==> config.mk <==
export PLATFORM = sky130hd
export DESIGN_NAME = ha_array_reducer
export DESIGN_NICKNAME = d
export VERILOG_FILES = /design/src/rtl/ha_array_reducer.sv
export SDC_FILE = /design/constraint.sdc
export NUM_CORES = 1
export LEC_CHECK = 0
export ABC_CLOCK_PERIOD_IN_PS = 4400
export BUFFER_PORTS_ARGS = -buffer_cell sky130_fd_sc_hd__buf_2
export CAP_MARGIN = 20
export CORE_ASPECT_RATIO = 2
export CORE_MARGIN = 1
export CORE_UTILIZATION = 30
export DETAILED_ROUTE_END_ITERATION = 6
export GPL_TIMING_DRIVEN = 1
export HOLD_SLACK_MARGIN = 0.03
export MAX_ROUTING_LAYER = met4
export SYNTH_ARGS = -nofsm -noshare
export SYNTH_HDL_FRONTEND = slang
export SYNTH_SLANG_ARGS = --single-unit
==> constraint.sdc <==
create_clock -name clk -period 4.4 [get_ports clk]
set_input_delay 0.44 -clock clk [delete_from_list [all_inputs] [get_ports clk]]
set_output_delay 0.44 -clock clk [all_outputs]
set_load 0.01 [all_outputs]
==> src/rtl/ha_array_reducer.sv <==
// ha_array_reducer: weighted reduction of four HA row pairs into a product.
// Two-stage valid/ready pipe with an optional MAC accumulator in stage 2.
module ha_array_reducer #(
  parameter int OUT_W = 16,
  parameter int ACC_W = 24,
  parameter bit SAT   = 1'b1
) (
  input  logic             clk,
  input  logic             rst_n,
  input  logic             in_valid,
  output logic             in_ready,
  input  logic [6:0]       ha_array_0_b,
  input  logic [6:0]       ha_array_1_b,
  input  logic [6:0]       ha_array_2_b,
  input  logic [6:0]       ha_array_3_b,
  input  logic [8:0]       ha_array_0_t,
  input  logic [8:0]       ha_array_1_t,
  input  logic [8:0]       ha_array_2_t,
  input  logic [8:0]       ha_array_3_t,
  input  logic             in_acc,
  input  logic             in_clr,
  output logic             out_valid,
  input  logic             out_ready,
  output logic [OUT_W-1:0] prod,
  output logic [ACC_W-1:0] acc,
  output logic             ovf
);

  localparam int RW = 10;
  localparam int PW = 13;
  localparam int SW = 17;

  typedef struct packed {
    logic [PW-1:0] p01;
    logic [PW-1:0] p23;
    logic          acc;
    logic          clr;
  } s1_t;

  // row value: sum bits at weight 2^k, carry bits two places higher
  function automatic logic [RW-1:0] row_val(
    input logic [8:0] t,
    input logic [6:0] b
  );
    return RW'(t) + {1'b0, b, 2'b00};
  endfunction

  logic [RW-1:0] w_r0;
  logic [RW-1:0] w_r1;
  logic [RW-1:0] w_r2;
  logic [RW-1:0] w_r3;
  logic [PW-1:0] w_p01;
  logic [PW-1:0] w_p23;
  s1_t           w_s1_d;

  s1_t           r_s1;
  logic          r_s1_valid;
  logic          r_s2_valid;
  logic [OUT_W-1:0] r_prod;
  logic [ACC_W-1:0] r_acc;
  logic          r_ovf;

  logic          w_s2_load;
  logic          w_in_fire;
  logic [SW-1:0] w_sum;
  logic [OUT_W-1:0] w_lo;
  logic          w_hi;
  logic [OUT_W-1:0] w_prod;
  logic          w_do_clr;
  logic          w_do_add;
  logic [ACC_W-1:0] w_acc_nxt;

  assign w_r0 = row_val(ha_array_0_t, ha_array_0_b);
  assign w_r1 = row_val(ha_array_1_t, ha_array_1_b);
  assign w_r2 = row_val(ha_array_2_t, ha_array_2_b);
  assign w_r3 = row_val(ha_array_3_t, ha_array_3_b);

  // rows r and r+1 differ by a factor of four
  assign w_p01 = PW'(w_r0) + {1'b0, w_r1, 2'b00};
  assign w_p23 = PW'(w_r2) + {1'b0, w_r3, 2'b00};

  assign w_s1_d = '{
    p01: w_p01,
    p23: w_p23,
    acc: in_acc,
    clr: in_clr
  };

  // S2 loads when S1 has data and S2 is empty or draining
  assign w_s2_load = r_s1_valid & (!r_s2_valid | out_ready);
  assign in_ready  = !r_s1_valid | (!r_s2_valid | out_ready);
  assign w_in_fire = in_valid & in_ready;

  // upper pair sits 2^4 above the lower pair
  assign w_sum = SW'(r_s1.p01) + {r_s1.p23, 4'b0000};

  generate
    if (OUT_W >= SW) begin : g_wide
      assign w_lo = OUT_W'(w_sum);
      assign w_hi = 1'b0;
    end else begin : g_narrow
      assign w_lo = w_sum[OUT_W-1:0];
      assign w_hi = |w_sum[SW-1:OUT_W];
    end
  endgenerate

  assign w_prod = (w_hi && SAT) ? '1 : w_lo;

  // clear wins over accumulate
  assign w_do_clr = r_s1.clr;
  assign w_do_add = r_s1.acc & !r_s1.clr;

  // accumulator next value for the beat entering S2
  always_comb begin
    w_acc_nxt = r_acc;
    unique case (1'b1)
      w_do_clr: w_acc_nxt = ACC_W'(w_prod);
      w_do_add: w_acc_nxt = r_acc + ACC_W'(w_prod);
      default:  w_acc_nxt = r_acc;
    endcase
  end

  // stage 1: partial pair sums plus sideband
  always_ff @(posedge clk or negedge rst_n) begin
    if (!rst_n) begin
      r_s1_valid <= 1'b0;
      r_s1       <= '0;
    end else begin
      if (in_ready)
        r_s1_valid <= in_valid;
      if (w_in_fire)
        r_s1 <= w_s1_d;
    end
  end

  // stage 2: final sum, saturation and accumulator
  always_ff @(posedge clk or negedge rst_n) begin
    if (!rst_n) begin
      r_s2_valid <= 1'b0;
      r_prod     <= '0;
      r_acc      <= '0;
      r_ovf      <= 1'b0;
    end else begin
      if (w_s2_load) begin
        r_s2_valid <= 1'b1;
        r_prod     <= w_prod;
        r_acc      <= w_acc_nxt;
        r_ovf      <= w_hi;
      end else if (out_ready) begin
        r_s2_valid <= 1'b0;
      end
    end
  end

  assign out_valid = r_s2_valid;
  assign prod      = r_prod;
  assign acc       = r_acc;
  assign ovf       = r_ovf;

endmodule

# == After elaboration in Yosys (flattened, before gate mapping) ==
# Index checks and enable logic that the tools add are counted.
# Widths: inputs -> output; s select.
# op_classes
shift,0
multipliers,0
bitwise_logic,5
n_eq_ne,0
div_mod_pow,0
mux,4
add_sub_neg,8
n_reduce_logical,6
magnitude_cmp,0
# op_table
op,count
$pmux 24 s2,1
$add 9x9->10,4
$add 10x12->13,2
$add 24x16->24,1
$add 13x17->17,1
$mux 16,1
$reduce_bool 2->1,2
$and 1x1->1,3
$logic_not 1->1,3
$mux 1,2
$or 1x1->1,2
$reduce_and 2->1,1
# totals
inputBits,70
n_memories,0
output_inout_bits,43
word_cells,32
register_bits,71
mem_bits_rw,0
latchBits,0
mem_bits_ro,0

# == Depth between registers and ports, before layout ==
# Gate-level depths: netlist (run 1).
# depth
word_depth,4
depth_mapped,19

# == Worst setup path before layout (run 1) ==
# OpenSTA, ideal clock, no wires.
# synth_path
path_kind,register -> register
from,reg r_s1[2] (netlist name)
to,"reg r_acc[8], in the netlist acc[8]"
setup_ns,0.137
required_time_ns,4.263
n_path_buf,1
t_arrival_ns,3.924
synth_period_minus_slack_ns,4.061
path_stages_with_launch,20
slack_ns,0.339
cell_sequence,dfrtp_1 > ha_1 > fa_1 > a211oi_1 > or3_4 > a21o_1 > and3b_1 > nor2_2 > buf_4 > nor2_1 > inv_1 > ha_1 > fa_1 > a21oi_1 > o21ai_0 > a2111oi_0 > nor3_1 > xor2_1 > mux2i_1 > o21ai_0
# synth_between
elab_chain_cells,4
# synth_rtl
item,line_no,source
start: declaration,56,s1_t r_s1;
start signal: assignment,132,r_s1 <= w_s1_d;
$add 13x17->17,95,"assign w_sum = SW'(r_s1.p01) + {r_s1.p23, 4'b0000};"
$mux 16,107,assign w_prod = (w_hi && SAT) ? '1 : w_lo;
via w_prod[0],68,logic [OUT_W-1:0] w_prod;
$add 24x16->24,118,w_do_add: w_acc_nxt = r_acc + ACC_W'(w_prod);
$pmux 24 s2,116,unique case (1'b1)
end signal: assignment,147,r_acc <= w_acc_nxt;
end: declaration,60,logic [ACC_W-1:0] r_acc;
# The timed path passes the listed nets, and every way through them passes these cells.
# A chain may end at the register's enable or synchronous reset.

# == Worst setup path after layout (run 1) ==
# layout_path
from,reg r_s1[2] (netlist name)
to,"reg r_acc[12], in the netlist acc[12]"
# Same word-level chain as after synthesis.

==> impl_metrics.sql, run 1 <==
INSERT INTO impl_metrics (metric_group, metric, value, unit) VALUES
('logic_synthesis', 'synthesis.area_per_instance', '8.77', 'um2'),
('route', 'routed_wire_length_per_instance', '14.9', 'um'),
('logic_synthesis', 'postSynthNetCount', '794', ''),
('logic_synthesis', 'synth.top_cell.area_share', '0.312', ''),
('clock_network', 'max-clock-path-buffers', '2', ''),
('pwr', 'worst_ir_drop_vdd', '278', 'uV'),
('cells_and_area', 'filler_cell_count', '1968', ''),
('sta', 'fmax', '0.237', 'GHz'),
('clock_network', 'tritoncts_buffer_count', '9', ''),
('clock_network', 'path_clk_slew', '0.05', 'ns'),
('sta', 'timing.final.hold_violations', '0', ''),
('floorplan', 'placeableCoreArea', '18700', 'um2'),
('global_route', 'grt_overflow_total', '0', ''),
('clock_network', 'cts.sinks', '71', ''),
('cells_and_area', 'area_growth_syn_to_layout', '23.2', '%'),
('sta', 'timing.final.max_slew_violations', '0', ''),
('cells_and_area', 'antenna_cells_inserted', '0', ''),
('sta', 'slew_headroom', '0.329', ''),
('floorplan', 'dieArea', '19600', 'um2'),
('worst_hold_path', 'hold_removal_path_class', 'input pin to asynchronous set/reset pin', ''),
('logic_synthesis', 'post_synth_most_frequent_cells', 'inv_1, dfrtp_1, nand2_1, o21ai_0, ha_1', ''),
('floorplan', 'initial_utilization', '0.304', ''),
('route', 'postRouteWirelength', '15.5', 'mm'),
('placed_design', 'detailedPlace.worstSlack', '-0.0608', 'ns'),
('floorplan', 'row_count', '71', ''),
('pwr', 'power_leakage', '3.48', 'nW'),
('pwr', 'power.total', '5.35', 'mW'),
('logic_synthesis', 'postSynthCellCount', '650', ''),
('placed_design', 'gpl.final_weighted_congestion', '0.935', ''),
('logic_synthesis', 'async_flop_share', '1.00', ''),
('route', 'drt_iter0_drc', '176', ''),
('placed_design', 'hpwl', '12.7', 'mm'),
('setup_path', 'cp_data_required_time', '4.62', 'ns'),
('logic_synthesis', 'synth_largest_area_cell', 'dfrtp_1', ''),
('clock_network', 'htree_num_levels', '3', ''),
('global_route', 'wire_length_of_the_first_global_routing_pass', '24.3', 'mm'),
('sta', 'finalHoldWorstSlack', '0.201', 'ns'),
('sta', 'layout_skew', '0.00980', 'ns'),
('floorplan', 'top_level_ports', '113', ''),
('global_route', 'antenna_found_initial', '0', ''),
('clock_network', 'clk_latency', '0.34', 'ns'),
('logic_synthesis', 'post_synth_edffs', '0', ''),
('global_route', 'grt_pass1_vias', '4849', ''),
('setup_path', 'crit_fanout', '6', ''),
('sta', 'final_period_minus_worst_setup_slack', '4.21', 'ns'),
('sta', 'timing.final.crit_share', '0.957', ''),
('floorplan', 'die_h', '197', 'um'),
('outcome', 'outcome', 'finished clean', ''),
('clock_network', 'ctsHoldBuffers', '0', ''),
('sta', 'setup_viol_count_final', '0', ''),
('placed_design', 'placement.io_buffers', '112', ''),
('floorplan', 'die_w', '99.5', 'um'),
('cells_and_area', 'finish.net_count', '926', ''),
('sta', 'postLayoutSetupSlackWorst', '0.189', 'ns'),
('sta', 'worst_slew_pin_slew', '1.00', 'ns'),
('route', 'detailedRoute.firstPassIterationCount', '4', ''),
('global_route', 'grt_usage', '0.168', ''),
('route', 'ant_nets', '0', ''),
('setup_path', 'crit_path_start_kind', 'flop', ''),
('run', 'max_cap_viol_count', '0', ''),
('placed_design', 'post_dp_cell_area', '6690', 'um2'),
('global_route', 'grt_start_max_net_pins', '49', ''),
('logic_synthesis', 'synth_most_common_cell', 'inv_1', ''),
('route', 'drc', '0', ''),
('setup_path', 'crit_type', 'flop to flop', ''),
('logic_synthesis', 'top_reg_cell_synth', 'dfrtp_1', ''),
('logic_synthesis', 'number_of_flip_flops_and_latches_in_the_synthesized_netlist', '71', ''),
('cells_and_area', 'final_layout_size_suffix_gt1_frac', '0.235', ''),
('setup_path', 'arrival', '4.43', 'ns'),
('sta', 'rsz_0062_raised_after_global_routing', 'no', ''),
('logic_synthesis', 'ys.warnings.count', '0', ''),
('pwr', 'power_per_cell_area', '762', 'nW/um2'),
('clock_network', 'cts_tree', 'built', ''),
('route', 'via_cell_ratio', '4.83', ''),
('logic_synthesis', 'post_synth_main_area_contributors', 'dfrtp_1, ha_1, fa_1', ''),
('setup_path', 'crit_path_end_kind', 'flop', ''),
('cells_and_area', 'area_of_all_placed_cells_without_fillers', '7020', 'um2'),
('logic_synthesis', 'number_of_different_library_cells_in_the_post_synthesis_netlist', '55', ''),
('logic_synthesis', 'mappedNetlistArea', '5700', 'um2'),
('clock_network', 'clockRootBuffer', 'clkbuf_16', ''),
('route', 'via_count', '5015', ''),
('logic_synthesis', 'synth-seq-area-share', '0.312', '');
flip-flops by register name, indices dropped and copies added, names as in the netlist:
register and flops:
acc 24, out_valid 1, ovf 1, prod 16, r_s1 27, r_s1_valid 1
w_do_clr 1
critical path: stages (launching register included):
cell      delay (ns)
dfrtp_1         0.38
ha_1            0.24
fa_2            0.39
a211oi_4        0.27
or3_4           0.18
a21o_1          0.14
and3b_2         0.25
nor2_4          0.08
nor2_2          0.13
inv_1           0.05
ha_1            0.21
fa_1            0.43
a21oi_2         0.18
or3_1           0.13
o211ai_1        0.19
o21ai_0         0.33
xor2_1          0.17
nor3_1          0.05
a221o_1         0.28
power breakdown:
part	switching [mW]	internal (mW)
logic	1.99	1.60
clock network	0.257	0.385
registers	0.221	0.891
total	2.47	2.88
worst paths after layout:
path,startpoint,to,slack (ns),cells after the start
hold reg to reg,prod[11],prod[11],0.47,2
hold / removal,rst_n,prod[5],0.20,1
min in group clk,in_valid,r_s1_valid,0.31,2
setup reg to reg,r_s1[2],acc[12],0.19,18
setup / recovery,r_s1[2],acc[12],0.19,18
max in group asynchronous,rst_n,w_do_clr,3.18,2
logic make-up after synthesis:
| family | synth area share |
|---|---|
| simple gates | 0.147 |
| compound gates | 0.178 |
| buf+inv | 0.0634 |
| fa+ha+maj | 0.189 |
| flops | 0.312 |
| xor+xnor | 0.0722 |
| mux | 0.0384 |
layout make-up:
| type | count | area (um2) | share of cell area |
|---|---|---|---|
| tap | 255 | 319 | 0.0455 |
| inverter | 77 | 289 | 0.0412 |
| clock buffer | 11 | 243 | 0.0346 |
| multi-input combinational | 485 | 3630 | 0.517 |
| clock inverter | 2 | 10.0 | 0.00143 |
| timing repair buffer | 138 | 756 | 0.108 |
| sequential | 71 | 1780 | 0.253 |
layout by cell type (no fill, tap or decap), types with 16 or more instances in the layout:
master   count
buf_4       26
fa_1        19
o21ai_0     55
xor2_1      16
inv_1       77
xnor2_1     31
a21oi_1     34
buf_2      112
ha_1        53
a21o_1      16
nor2_1      44
dfrtp_1     71
nand2_1     62
repair_timing:
action / CTS / global route
gates cloned: 0 / 1
buffers inserted: 0 / 2
pin swaps: 0 / 5
resized for setup: 1 / 14
setup endpoints to repair: 2 / 16
per-stage QoR:
stage          utilization  instances  TNS (ns)
2_1_floorplan            -        650         0
3_3_place_gp         0.357       1023   -0.0182
3_5_place_dp         0.357       1023    -0.114
4_1_cts              0.370       1036         0
5_1_grt              0.374       1039         0
6_report             0.374       1039         0
per-layer routing:
metal  up-vias  share of wire  track usage
met5         -              0            -
met4         0          0.038       0.0806
met3        25          0.023       0.0199
met2       108           0.60        0.337
met1      2383           0.34        0.150
li1       2499              -            -
No activity file was read; power rests on OpenSTA's default activity.
==> run 2: changes to the inputs <==
Settings changed: CORE_ASPECT_RATIO 2 to 1.25.
==> impl_metrics.sql, run 2 (synthesized netlist as in run 1, its figures left out) <==
INSERT INTO impl_metrics (metric_group, metric, value, unit) VALUES
('outcome', 'outcome', 'finished with violations', ''),
('outcome', 'failed_checks', 'DRC', ''),
('floorplan', 'die_w', '125', 'um'),
('global_route', 'grt_usage', '0.150', ''),
('cells_and_area', 'layout.cells.most_common_list', 'buf_2, inv_1, dfrtp_1', ''),
('sta', 'slew_headroom', '0.349', ''),
('pwr', 'power_per_cell_area', '762', 'nW/um2'),
('pwr', 'clkPwrFrac', '0.152', ''),
('pwr', 'power.total', '5.29', 'mW'),
('pwr', 'power_leakage', '3.45', 'nW'),
('global_route', 'grt_start_max_net_pins', '72', ''),
('sta', 'setup_viol_count_final', '0', ''),
('cells_and_area', 'layout.cells.most_common', 'buf_2', ''),
('sta', 'timing.final.max_slew_violations', '0', ''),
('placed_design', 'hpwl', '11.0', 'mm'),
('route', 'drt_iter0_drc', '286', ''),
('floorplan', 'die_h', '156', 'um'),
('global_route', 'antenna_found_initial', '0', ''),
('clock_network', 'cts.sinks', '71', ''),
('setup_path', 'crit_fanout', '9', ''),
('clock_network', 'clk_latency', '0.34', 'ns'),
('sta', 'postLayoutSetupSlackWorst', '0.278', 'ns'),
('pwr', 'swShare', '0.450', ''),
('floorplan', 'placeableCoreArea', '18700', 'um2'),
('pwr', 'seq_power_share', '0.206', ''),
('pwr', 'switching_power_summed_over_all_nets', '2.38', 'mW'),
('worst_hold_path', 'hold_removal_path_class', 'input pin to asynchronous set/reset pin', ''),
('clock_network', 'htree_num_levels', '3', ''),
('floorplan', 'top_level_ports', '113', ''),
('placed_design', 'gpl.final_weighted_congestion', '0.900', ''),
('global_route', 'grt_pass1_vias', '4725', ''),
('setup_path', 'timing.rr.start', 'r_s1[2]', ''),
('route', 'ant_nets', '0', ''),
('clock_network', 'clockRootBuffer', 'clkbuf_16', ''),
('floorplan', 'row_count', '56', ''),
('sta', 'timing.final.crit_share', '0.937', ''),
('cells_and_area', 'antenna_cells_inserted', '0', ''),
('clock_network', 'max-clock-path-buffers', '2', ''),
('route', 'via_count', '4892', ''),
('global_route', 'wire_length_of_the_first_global_routing_pass', '22.4', 'mm'),
('setup_path', 'crit_path_end_kind', 'flop', ''),
('floorplan', 'initial_utilization', '0.305', ''),
('clock_network', 'ctsHoldBuffers', '0', ''),
('sta', 'finalHoldWorstSlack', '0.292', 'ns'),
('setup_path', 'arrival', '4.31', 'ns'),
('cells_and_area', 'final_layout_size_suffix_gt1_frac', '0.221', ''),
('clock_network', 'cts_tree', 'built', ''),
('setup_path', 'crit_type', 'flop to flop', ''),
('route', 'postRouteWirelength', '13.6', 'mm'),
('run', 'max_cap_viol_count', '0', ''),
('pwr', 'worst_ir_drop_vdd', '338', 'uV'),
('clock_network', 'tritoncts_buffer_count', '9', ''),
('cells_and_area', 'flip_flop_count_of_the_largest_register_after_layout', '27', ''),
('route', 'drc', '9', ''),
('cells_and_area', 'area_growth_syn_to_layout', '21.8', '%'),
('placed_design', 'placement.io_buffers', '112', ''),
('route', 'detailedRoute.firstPassIterationCount', '7', ''),
('setup_path', 'cp_data_required_time', '4.59', 'ns'),
('pwr', 'share_comb_of_total_power', '0.642', ''),
('route', 'via_cell_ratio', '4.86', ''),
('cells_and_area', 'finish.net_count', '913', ''),
('floorplan', 'dieArea', '19600', 'um2'),
('placed_design', 'cells_after_dpl', '988', ''),
('setup_path', 'regToRegEndpoint', 'acc[20]', ''),
('clock_network', 'path_clk_slew', '0.06', 'ns'),
('placed_design', 'detailedPlace.worstSlack', '0.0400', 'ns'),
('sta', 'layout_skew', '0.0112', 'ns'),
('cells_and_area', 'largest-register', 'r_s1', ''),
('global_route', 'grt_overflow_total', '0', ''),
('sta', 'fmax', '0.243', 'GHz'),
('setup_path', 'crit_path_start_kind', 'flop', ''),
('sta', 'rsz_0062_raised_after_global_routing', 'yes', ''),
('sta', 'final_period_minus_worst_setup_slack', '4.12', 'ns'),
('cells_and_area', 'number_of_non_filler_instances_in_the_completed_layout', '1006', ''),
('sta', 'timing.final.hold_violations', '0', ''),
('setup_path', 'setup.reg_to_reg.worst_slack', '0.28', 'ns'),
('route', 'routed_wire_length_per_instance', '13.5', 'um'),
('pwr', 'intPower', '2.91', 'mW'),
('sta', 'worst_slew_pin_slew', '0.973', 'ns'),
('setup_path', 'worst-r2r-cell-count', '19', '');
## run 2: changes by cell type in the layout (fill, tap and decap cells not counted), sizes merged
cell / previous run / this run
buf: 138 / 126
bufinv: 0 / 2
clkinvlp: 0 / 1
nor2: 50 / 49
## run 2: repair_timing
action,in CTS,in global routing
setup endpoints to repair,0,14
gates resized for setup,0,12
setup buffers,0,2
## run 2: stage by stage
| stage | instance area, um2 | TNS (ns) | utilization |
|---|---|---|---|
| final | 6940 | 0 | 0.371 |
| after global routing | 6940 | -0.00495 | 0.371 |
| after CTS | 6890 | 0 | 0.368 |
| after detailed placement | 6570 | 0 | 0.351 |
| after global placement | 6570 | 0 | 0.351 |
| after floorplan | 5700 | 0 | - |
## run 2: worst max path at each step
stage            start      end  slack [ns]  cells after the start
3_3_place_gp   r_s1[2]   acc[8]        0.17                     18
6_report       r_s1[2]  acc[20]        0.28                     19
4_1_cts        r_s1[2]  acc[12]        0.04                     18
5_1_grt        r_s1[2]  acc[23]      -0.004                     19
3_5_place_dp   r_s1[2]  acc[12]        0.04                     18
2_1_floorplan  r_s1[2]   acc[8]        0.34                     19
## run 2: worst max-delay path, cell delays in order, from the launching register on
cell	delay, ns
dfrtp_1	0.38
ha_1	0.23
fa_1	0.43
a211oi_2	0.23
or3_4	0.18
a21o_1	0.13
and3b_2	0.25
nor2_4	0.08
buf_4	0.15
nor2_2	0.14
inv_1	0.06
ha_1	0.35
nand2_1	0.09
or3_1	0.35
o211ai_1	0.18
o211ai_1	0.12
buf_4	0.16
a211oi_1	0.26
xnor2_1	0.15
nor2_1	0.05
## run 2: power by group through the flow
stage / clock (mW) / sequential [mW] / combinational (mW)
global route: 0.846 / 1.13 / 3.79
detailed placement: 0 / 1.11 / 3.33
finish: 0.801 / 1.09 / 3.40
floorplan: 0 / 1.10 / 2.41
CTS: 0.818 / 1.10 / 3.34
global placement: 0 / 1.10 / 3.30
## run 2: area by class of cell
class / count / area [um2]
Clock buffer: 11 / 243
Clock inverter: 5 / 81.3
Fill cell: 1915 / 11800
Inverter: 77 / 289
Multi-Input combinational cell: 484 / 3590
Sequential cell: 71 / 1780
Tap cell: 232 / 290
Timing Repair Buffer: 126 / 666
## run 2: routing by layer
layer / part of all wire / up-vias / GRT usage
li1: - / 2471 / -
met1: 0.42 / 2287 / 0.168
met2: 0.52 / 117 / 0.269
met3: 0.046 / 17 / 0.0257
met4: 0.020 / 0 / 0.0499
met5: 0 / - / -
==> run 3: changes to the inputs <==
Settings changed: CORE_UTILIZATION 30 to 57, PLACE_DENSITY set to 0.82.
==> impl_metrics.sql, run 3 (synthesized netlist as in run 1, its figures left out) <==
INSERT INTO impl_metrics (metric_group, metric, value, unit) VALUES
('floorplan', 'top_level_ports', '113', ''),
('worst_hold_path', 'holdCritStartpoint', 'in_valid', ''),
('setup_path', 'crit_path_end_kind', 'flop', ''),
('sta', 'slew_headroom', '0.431', ''),
('sta', 'timing.final.max_slew_violations', '0', ''),
('clock_network', 'max-clock-path-buffers', '2', ''),
('clock_network', 'cts.sinks', '71', ''),
('setup_path', 'regToRegEndpoint', 'acc[22]', ''),
('worst_hold_path', 'min_delay_worst_endpoint', 'r_s1_valid', ''),
('route', 'postRouteWirelength', '13.2', 'mm'),
('sta', 'final_period_minus_worst_setup_slack', '4.24', 'ns'),
('global_route', 'grt_usage', '0.271', ''),
('cells_and_area', 'layout.cells.most_common', 'buf_2', ''),
('cells_and_area', 'antenna_cells_inserted', '0', ''),
('sta', 'rsz_0062_raised_after_global_routing', 'yes', ''),
('route', 'drt_iter0_drc', '184', ''),
('pwr', 'worst_ir_drop_vdd', '260', 'uV'),
('sta', 'worst_slew_pin_slew', '0.851', 'ns'),
('setup_path', 'timing.rr.start', 'r_s1[2]', ''),
('floorplan', 'die_w', '91.4', 'um'),
('setup_path', 'setup.reg_to_reg.worst_slack', '0.16', 'ns'),
('global_route', 'grt_overflow_total', '0', ''),
('setup_path', 'arrival', '4.43', 'ns'),
('cells_and_area', 'area_growth_syn_to_layout', '18.9', '%'),
('route', 'ant_nets', '0', ''),
('placed_design', 'gpl.final_weighted_congestion', '0.958', ''),
('clock_network', 'clk_latency', '0.34', 'ns'),
('cells_and_area', 'multi_input_comb_area', '3600', 'um2'),
('sta', 'setup_viol_count_final', '0', ''),
('cells_and_area', 'flip_flop_count_of_the_largest_register_after_layout', '27', ''),
('cells_and_area', 'layout.cells.most_common_list', 'buf_2, inv_1, dfrtp_1', ''),
('setup_path', 'crit_fanout', '8', ''),
('placed_design', 'placement.io_buffers', '112', ''),
('worst_hold_path', 'hold-path-cell-count', '2', ''),
('floorplan', 'placeableCoreArea', '9660', 'um2'),
('placed_design', 'hpwl', '10.4', 'mm'),
('global_route', 'wire_length_of_the_first_global_routing_pass', '21.7', 'mm'),
('floorplan', 'initial_utilization', '0.590', ''),
('cells_and_area', 'number_of_non_filler_instances_in_the_completed_layout', '900', ''),
('cells_and_area', 'filler_cell_count', '773', ''),
('floorplan', 'dieArea', '10400', 'um2'),
('outcome', 'outcome', 'finished clean', ''),
('pwr', 'power_per_cell_area', '757', 'nW/um2'),
('sta', 'fmax', '0.236', 'GHz'),
('route', 'via_cell_ratio', '5.64', ''),
('route', 'routed_wire_length_per_instance', '14.6', 'um'),
('worst_hold_path', 'hold_removal_path_class', 'input pin to flop', ''),
('global_route', 'grt_pass1_vias', '4891', ''),
('cells_and_area', 'final-seq-area', '1780', 'um2'),
('sta', 'timing.final.crit_share', '0.964', ''),
('clock_network', 'cts_tree', 'built', ''),
('sta', 'timing.final.hold_violations', '0', ''),
('pwr', 'power_leakage', '3.43', 'nW'),
('global_route', 'antenna_found_initial', '0', ''),
('setup_path', 'crit_type', 'flop to flop', ''),
('sta', 'finalHoldWorstSlack', '0.312', 'ns'),
('global_route', 'grt_start_max_net_pins', '47', ''),
('clock_network', 'htree_num_levels', '3', ''),
('setup_path', 'worst-r2r-cell-count', '19', ''),
('setup_path', 'crit_path_start_kind', 'flop', ''),
('cells_and_area', 'finish.net_count', '913', ''),
('clock_network', 'tritoncts_buffer_count', '9', ''),
('placed_design', 'cells_after_dpl', '879', ''),
('floorplan', 'die_h', '114', 'um'),
('route', 'detailedRoute.firstPassIterationCount', '4', ''),
('floorplan', 'row_count', '40', ''),
('clock_network', 'clockRootBuffer', 'clkbuf_16', ''),
('cells_and_area', 'final_layout_size_suffix_gt1_frac', '0.224', ''),
('clock_network', 'path_clk_slew', '0.06', 'ns'),
('route', 'drc', '0', ''),
('route', 'via_count', '5075', ''),
('run', 'max_cap_viol_count', '0', ''),
('setup_path', 'cp_data_required_time', '4.59', 'ns'),
('sta', 'layout_skew', '0.00838', 'ns'),
('cells_and_area', 'largest-register', 'r_s1', '');
-- run 3: per-stage QoR --
stage | power (mW) | utilization | worst slack (ns) | TNS (ns) | instance area, um2
floorplan | 3.52 | - | 0.339 | 0 | 5700
global placement | 4.28 | 0.664 | 0.106 | 0 | 6410
detailed placement | 4.37 | 0.664 | -0.0575 | -0.103 | 6410
CTS | 5.07 | 0.693 | 0.0714 | 0 | 6700
global route | 5.57 | 0.702 | -0.0148 | -0.0254 | 6780
finish | 5.13 | 0.702 | 0.158 | 0 | 6780
-- run 3: layout make-up --
class | count | share of cell area
clock buffers | 10 | 0.0353
clock inverters | 6 | 0.00535
inverters | 77 | 0.0427
multi-input cells | 484 | 0.531
flip-flops and latches | 71 | 0.262
well taps | 126 | 0.0233
repair buffers | 126 | 0.100
-- run 3: power breakdown --
group	switching [mW]	internal (mW)	leakage, nW
Sequential	0.202	0.890	0.871
Combinational	1.89	1.48	2.43
Clock	0.276	0.393	0.138
-- run 3: what timing repair did --
action | in CTS | in global routing
endpoints found under the setup margin | 5 | 12
setup buffers | 0 | 3
endpoints found under the hold margin | 0 | 3
gates resized for setup | 3 | 10
hold buffers | 0 | 1
pin swaps | 0 | 6
-- run 3: worst max-delay path, stage by stage (launching register included) --
cell and delay, ns:
dfrtp_1 0.38, ha_1 0.22, fa_2 0.37, a211oi_2 0.28, or3_4 0.18, a21o_1 0.15
and3b_2 0.25, nor2_4 0.08, buf_2 0.18, nor2_2 0.15, inv_1 0.07, ha_2 0.38
nand4_1 0.11, or3_1 0.32, o211ai_1 0.17, o211ai_1 0.15, buf_4 0.17, a211oi_2 0.25
xnor2_1 0.16, nor2_1 0.06
-- run 3: worst max-delay path by stage --
stage	from	to	slack, ns	cells past startpoint
floorplan	r_s1[2]	acc[8]	0.34	19
global placement	r_s1[2]	acc[20]	0.11	18
detailed placement	r_s1[2]	acc[20]	-0.06	18
CTS	r_s1[2]	acc[8]	0.07	18
global route	r_s1[2]	acc[22]	-0.01	19
finish	r_s1[2]	acc[22]	0.16	19
-- run 3: metal layers --
metal / vias up / GRT usage / share of wire
met1: 2417 / 0.298 / 0.40
met4: 0 / 0.109 / 0.023
li1: 2482 / - / -
met5: - / - / 0
met3: 26 / 0.0387 / 0.041
met2: 150 / 0.492 / 0.54
